==> src/rtl/net1_sweep_checker_hold_timer.sv <==
// Hold timer: counts the cycles a combination has been applied.
//   clock  : system clock
//   reset  : asynchronous, active-high reset
//   clear  : force the count to zero
//   enable : advance the count; wraps to zero after reaching HOLD_CYCLES-1
//   last   : count == HOLD_CYCLES-1, i.e. this edge is the sample edge
module hold_timer #(
    parameter int unsigned HOLD_CYCLES = 10
) (
    input  logic clock,
    input  logic reset,
    input  logic clear,
    input  logic enable,
    output logic last
);

    localparam logic [7:0] LAST_COUNT = 8'(HOLD_CYCLES - 1);

    logic [7:0] count_q, count_d;

    assign last = (count_q == LAST_COUNT);

    always_comb begin
        count_d = count_q;
        if (clear) begin
            count_d = 8'd0;
        end else if (enable) begin
            count_d = last ? 8'd0 : count_q + 8'd1;
        end
    end

    always_ff @(posedge clock or posedge reset) begin
        if (reset) begin
            count_q <= 8'd0;
        end else begin
            count_q <= count_d;
        end
    end

endmodule

==> config.mk <==
export PLATFORM = sky130hd
export DESIGN_NAME = hold_timer
export DESIGN_NICKNAME = d
export VERILOG_FILES = /design/src/rtl/net1_sweep_checker_hold_timer.sv
export SDC_FILE = /design/constraint.sdc
export NUM_CORES = 1
export LEC_CHECK = 0
export BUFFER_PORTS_ARGS = -buffer_cell sky130_fd_sc_hd__clkbuf_2
export CAP_MARGIN = 20
export CORE_AREA = 2 2 39 41
export DETAILED_ROUTE_END_ITERATION = 8
export DIE_AREA = 0 0 41 43
export PLACE_DENSITY = 0.62
export SYNTH_ARGS = -nofsm -noshare
export SYNTH_HDL_FRONTEND = slang
export SYNTH_SLANG_ARGS = --single-unit
==> constraint.sdc <==
create_clock -name clock -period 2.5 [get_ports clock]
set_input_delay 0.375 -clock clock [delete_from_list [all_inputs] [get_ports clock]]
set_output_delay 0.375 -clock clock [all_outputs]
set_load 0.005 [all_outputs]
Word level (Yosys, flattened, before mapping)
Index checks and enable logic that the tools add are counted.
{"block": "word_totals", "latch_bits": 0, "rom_bits": 0, "n_memories": 0, "regBits": 8, "ramBits": 0, "output_inout_bits": 1}
{"block": "classes", "n_reduce_logical": 1, "n_div": 0, "eq_ne": 1, "bitwise": 0, "mux": 3, "multipliers": 0, "add_sub_neg": 1, "shift": 0, "order_cmp": 0}
{"op": "$mux 8", "count": 3}
{"op": "$add 8x1->8 const B", "count": 1}
{"op": "$eq 8x4->1 const B", "count": 1}
{"op": "$reduce_bool 2->1", "count": 1}

Logic depth before layout (Yosys ltp)
Gate-level depths: netlist of the first run.
{"block": "logic_depth", "ltp_word": 4, "depth_mapped": 5, "ltp_nobuf": 5}

Least setup slack after synthesis of the first run
OpenSTA, ideal clock, no wires.
{"block": "synth_timing", "kind": "register to output", "from": "register count_q[2]", "to": "output port last", "stages_incl_launch_ff": 3, "slack_ns": 1.147, "t_arrival_ns": 0.978, "required_ns": 2.125, "path_cell_list": "dfrtp_1 -> or3_4 -> nor4_4"}
{"block": "synth_via", "elab_chain_cells": 1}
{"element": "start, declared", "line_no": "19", "source": "logic [7:0] count_q, count_d;"}
{"element": "start signal, assigned", "line_no": "36", "source": "count_q <= count_d;"}
{"element": "$eq 8x4->1", "line_no": "21", "source": "assign last = (count_q == LAST_COUNT);"}
{"element": "end, declared", "line_no": "14", "source": "output logic last"}
Every way passes these cells.

Worst setup path in the final report of the first run
{"block": "layout_timing", "from": "register count_q[1]", "to": "output port last"}
The elaborated chain is that of the path after synthesis.

==> key figures, run 1 <==
Drt
  • DR vias: 367
  • DRT Pass-1 Iters: 2
  • Wire length per cell: 12.2 um
  • Post-route DRC violation count: 0
  • Antenna-violating nets left: 0
  • Vias per cell: 5.32
  • DRT iter0 DRCs: 3
  • Total Wirelength: 844 um

Place
  • Final HPWL from detailed placement: 621 um
  • PortBufs: 4
  • Gp weighted congestion: 0.799

Synth
  • Syn. warnings: 0
  • Cell count after synthesis: 48
  • Synth Cell Area: 469 um^2
  • Mean post-synth cell area: 9.78 um^2
  • #FFs+latches synth: 8
  • Post-synthesis sequential area ratio: 42.7%
  • Syn_nets: 54
  • Post-synth cell types: 20

Timing
  • Actual slew at the worst max-slew pin: 0.336 ns
  • Total Neg Setup Slack: 0 ns
  • Fin crit share: 74.9%
  • Unrepaired setup endpoints after global routing: no
  • # setup viols final: 0
  • Worst Skew: 0.000744 ns
  • Highest Clock Rate: 534 MHz
  • Final Critical Period: 1.87 ns
  • Final hold violations: 0
  • Relative slew slack: 77.4%
  • Slew Viols, Final: 0

Finish
  • Max reg flops: 8
  • Nets: 61
  • P&R area growth vs syn: 10.1%
  • Util after Layout: 37.3%
  • Largest regs: count_q x8
  • Fill cell total of the finished layout: 145
  • Fraction of layout cells with a size suffix above 1: 20.8%
  • N_diodes: 0
  • Largest register by flop count: count_q

Setup path
  • Reg-to-Reg Start: count_q[1]
  • Crit-path max cell delay: 0.42 ns
  • CP max FO: 5
  • CP max stage cell: dfrtp_1
  • WP data arrival: 1.50 ns
  • CP delay by family, top: simple AND/OR/NAND/NOR gates
  • Critical Path Stages: 5
  • Buf/Inv on CP: 2
  • Worst path cell trace: inv_1 -> ha_1 -> nand2_1 -> nor4_4 -> clkbuf_2
  • WP data required: 2.12 ns
  • R2R Path End: count_q[1]
  • R2R Setup Slk: 1.15 ns
  • Crit path capture type: output pin
  • Reg2Reg Depth: 5
  • CP Class: reg -> out
  • CP Launch Type: flop

GRT
  • First-pass GRT wire length: 1.57 mm
  • GRT Total Usage: 13.8%
  • Vias in the first global route: 379
  • Congestion Overflow GR: 0
  • Antenna violations before repair: 0
  • Largest net degree at the start of global routing: 13

Clocking
  • Post-CTS sizing: 0
  • CTS clk-pin slew, worst paths: 0.05 ns
  • Worst-case clock buffer depth: 2
  • H-tree depth: 1
  • Setup Fix Bufs, Post-CTS: 0
  • CTS tree: built
  • Quantity of hold-fixing buffers added after cts: 0
  • Num CTS Buffers: 3
  • TritonCTS sink count: 8
  • Clock Latency Late Sink: 0.25 ns
  • Root Driver: clkbuf_4

Status
  • Outcome: complete, no violations

Floorplanning
  • Core box area: 1380 um^2
  • Total die area: 1760 um^2
  • Die height: 43 um
  • # rows: 14
  • Initial Utilization: 33.9%
  • # IOs: 5
  • Die Width: 41 um

Worst hold path
  • Hold Crit Class: in -> async

Power
  • Worst VDD drop: 0.225 mV
  • Leakage: 0.214 nW
  • Pwr Density: 488 nW/um^2
  • Power, Total: 0.000252 W

Run
  • Max-capacitance violation count: 0
-- metrics by stage --
stage / setup WS [ns] / hold WS (ns) / std cells / area (um^2)
finish: 0.629 / 0.0456 / 69 / 517
global placement: 0.891 / 0.324 / 66 / 494
detailed placement: 0.888 / 0.326 / 66 / 494
CTS: 0.604 / 0.0524 / 69 / 517
global route: 0.487 / 0.0780 / 69 / 517
floorplan: 1.15 / 0.191 / 48 / 469
-- cells in the final DEF, fill, tap and decap left out --
master | netlist | final
clkbuf_2 | 0 | 4
or3_1 | 4 | 4
inv_1 | 2 | 2
dfrtp_1 | 8 | 8
a21oi_1 | 3 | 3
nand3b_1 | 2 | 2
nand2b_1 | 1 | 1
o22ai_1 | 2 | 2
nand4_2 | 1 | 1
clkbuf_4 | 0 | 3
nand4_1 | 3 | 3
o21ai_0 | 4 | 4
mux2_2 | 1 | 1
nand2_1 | 5 | 5
o32ai_1 | 1 | 1
xor2_1 | 1 | 1
nor4_4 | 1 | 1
nor2_1 | 3 | 3
or3_4 | 1 | 1
nand3_1 | 1 | 1
ha_1 | 2 | 2
-- cell type report --
cell class | count | area, um^2 | area share, %
Sequential cell | 8 | 200 | 38.7
Inverter | 2 | 7.51 | 1.45
Multi-Input combinational cell | 36 | 246 | 47.7
Tap cell | 16 | 20.0 | 3.87
Timing Repair Buffer | 4 | 20.0 | 3.87
Clock buffer | 3 | 22.5 | 4.36
-- cells in the mapped netlist --
master	instances	share of area [%]
a21oi_1	3	3.2
buf_4	2	3.2
dfrtp_1	8	43
ha_1	2	5.3
inv_1	2	1.6
mux2_2	1	2.4
nand2_1	5	4.0
nand2b_1	1	1.3
nand3_1	1	1.1
nand3b_1	2	3.2
nand4_1	3	4.0
nand4_2	1	2.7
nor2_1	3	2.4
nor4_4	1	4.5
o21ai_0	4	4.3
o22ai_1	2	2.7
o32ai_1	1	1.9
or3_1	4	5.3
or3_4	1	2.4
xor2_1	1	1.9
-- power breakdown --
part / total [W] / switching [W] / internal (W)
clock: 0.0000963 / 0.0000415 / 0.0000548
sequential: 0.000137 / 0.00000468 / 0.000132
combinational: 0.0000185 / 0.0000116 / 0.00000694
-- how the worst max path moves through the flow --
stage	slack, ns	end	from
after floorplan	1.15	last	count_q[2]
after global placement	0.89	last	count_q[2]
after detailed placement	0.89	last	count_q[1]
after CTS	0.60	last	count_q[1]
after global routing	0.49	last	count_q[1]
final	0.63	last	count_q[1]
-- routing by layer --
| layer | routed length [um] | global-route usage, % |
|---|---|---|
| met4 | 17 | 7.33 |
| met5 | 0 | 0 |
| met1 | 399 | 17.8 |
| met2 | 379 | 17.5 |
| met3 | 47 | 7.85 |
-- logic make-up after synthesis --
group,share of synthesized area (%)
compound gates,12.0
xor+xnor,1.87
fa+ha+maj,5.33
buf+inv,4.80
flops,42.7
mux,2.40
simple gates,30.9
No activity file was read; power rests on OpenSTA's default activity.
==> run 2, diff against run 1 <==
clock period = 1.91 ns   (was 2.5 ns; I/O delays follow)
==> run 2 against run 1 <==
Net effect:
- via count shrank 0.27%
- register-to-register slack lost 0.62 ns
- worst setup slack lost 0.53 ns
- clock skew grew 0.0039 ns
- flip-flop and latch count is the same
- critical endpoint unchanged
- highest routed layer is now met3
==> key figures, run 2 (synthesis gave the netlist of run 1 again) <==
Power
  • Clock network fraction of total power: 39.1%
  • Pwr Density: 640 nW/um^2
  • Share of power burned in registers: 53.3%
  • Gate power share: 7.6%
  • Leakage: 0.219 nW
  • Worst VDD drop: 0.249 mV
  • Internal power: 0.000256 W
  • Sw Share: 24.1%
  • Net Switching: 0.0000814 W

Setup path
  • CP Class: reg -> out
  • Crit path capture type: output pin
  • Crit-path max cell delay: 0.42 ns
  • CP Launch Type: flop
  • WP data arrival: 1.52 ns
  • CP max FO: 5
  • WP data required: 1.62 ns
  • CP max stage cell: dfrtp_1
  • Worst path cell trace: inv_1 -> ha_1 -> nand2_1 -> nor4_4 -> clkbuf_2

Finish
  • Max reg flops: 8
  • Final std cell area, no fill: 527 um^2
  • Most frequent cells in the layout: dfrtp_1 (8), nand2_1 (5), o21ai_0 (4), or3_1 (4), clkbuf_2 (4)
  • Area taken by multi-input logic gates: 246 um^2
  • Register area: 200 um^2
  • N_diodes: 0
  • P&R area growth vs syn: 12.3%
  • Largest register by flop count: count_q
  • Leading cell type in the layout, fill and taps excluded: dfrtp_1
  • Largest regs: count_q x8
  • Fraction of layout cells with a size suffix above 1: 20.4%
  • Fill cell total of the finished layout: 132
  • Nets: 62

Timing
  • Highest Clock Rate: 553 MHz
  • Slew Viols, Final: 0
  • Total Neg Setup Slack: 0 ns
  • Actual slew at the worst max-slew pin: 0.353 ns
  • Relative slew slack: 76.3%
  • Worst Skew: 0.00460 ns
  • Final hold violations: 0
  • # setup viols final: 0
  • Fin crit share: 94.7%
  • WHS: 0.338 ns
  • Final Critical Period: 1.81 ns
  • Unrepaired setup endpoints after global routing: no
  • Slack of the critical path: 0.101 ns

Drt
  • DR vias: 366
  • Vias per cell: 5.23
  • DRT Pass-1 Iters: 5
  • Antenna-violating nets left: 0
  • Total Wirelength: 896 um
  • Wire length per cell: 12.8 um
  • DRT iter0 DRCs: 9
  • Post-route DRC violation count: 0

GRT
  • Antenna violations before repair: 0
  • Most used routing layer: met1
  • Largest net degree at the start of global routing: 13
  • First-pass GRT wire length: 1.48 mm
  • Vias in the first global route: 342
  • Grt met2 use: 16.3%
  • GRT Total Usage: 12.7%
  • M1 GR Usage: 17.4%
  • GR Util met3: 6.28%
  • Congestion Overflow GR: 0

Place
  • DP Worst Slack: 0.374 ns
  • Gp weighted congestion: 0.798
  • Placed Instance Area: 494 um^2
  • PortBufs: 4
  • Final HPWL from detailed placement: 601 um

Clocking
  • Worst-case clock buffer depth: 2
  • Setup Fix Bufs, Post-CTS: 0
  • CTS tree: built
  • Clock Latency Late Sink: 0.26 ns
  • CTS clk-pin slew, worst paths: 0.05 ns
  • H-tree depth: 1
  • TritonCTS sink count: 8
  • Num CTS Buffers: 3
  • Quantity of hold-fixing buffers added after cts: 1
  • Root Driver: clkbuf_4
  • Post-CTS sizing: 0

Run
  • Max-capacitance violation count: 0

Floorplanning
  • Die Width: 41 um
  • Total die area: 1760 um^2
  • Die height: 43 um
  • Initial Utilization: 33.9%
  • # IOs: 5
  • Core box area: 1380 um^2
  • # rows: 14

Worst hold path
  • Hold Crit Class: in -> reg

Status
  • Outcome: complete, no violations
[run 2: cell count changes in the layout (fill, tap and decap cells not counted)]
cell           change
dlygate4sd3_1      +1
[run 2: critical path: cells and delay by family (launching register included)]
family,cells,cell delay (ns)
flops,1,0.42
simple gates,2,0.43
fa+ha+maj,1,0.14
buf+inv,2,0.28
[run 2: final cells by class]
cell class	count	area share, %
clock buffers	3	4.28
inverters	2	1.43
multi-input cells	36	46.8
flip-flops and latches	8	38.0
well taps	16	3.80
repair buffers	5	5.70
[run 2: final timing paths]
kind,startpoint,endpoint,slack (ns),cells after the start
worst max-delay path,count_q[1],last,0.10,5
worst min-delay path,enable,count_q[0],0.34,2
worst max register to register,count_q[1],count_q[1],0.53,5
worst min register to register,count_q[7],count_q[7],0.57,2
max in group asynchronous,reset,count_q[1],1.16,3
min in group asynchronous,reset,count_q[7],0.51,3
[run 2: power groups by stage]
| stage | logic [W] | clock network, W | registers, W |
|---|---|---|---|
| 2_1_floorplan | 0.0000198 | 0 | 0.000181 |
| 3_3_place_gp | 0.0000247 | 0 | 0.000182 |
| 3_5_place_dp | 0.0000247 | 0 | 0.000182 |
| 4_1_cts | 0.0000264 | 0.000133 | 0.000179 |
| 5_1_grt | 0.0000302 | 0.000142 | 0.000180 |
| 6_report | 0.0000258 | 0.000132 | 0.000180 |
[run 2: through the flow]
stage | cells | utilization (%) | power (W)
finish | 70 | 38.1 | 0.000337
global route | 70 | 38.1 | 0.000353
CTS | 70 | 38.1 | 0.000339
detailed placement | 66 | 35.7 | 0.000207
global placement | 66 | 35.7 | 0.000206
floorplan | 48 | - | 0.000201
[run 2: layer usage]
metal / part of all wire (%) / vias to the layer above
li1: - / 186
met3: 4.8 / 0
met5: 0 / -
met4: 0 / 0
met2: 46 / 14
met1: 49 / 166
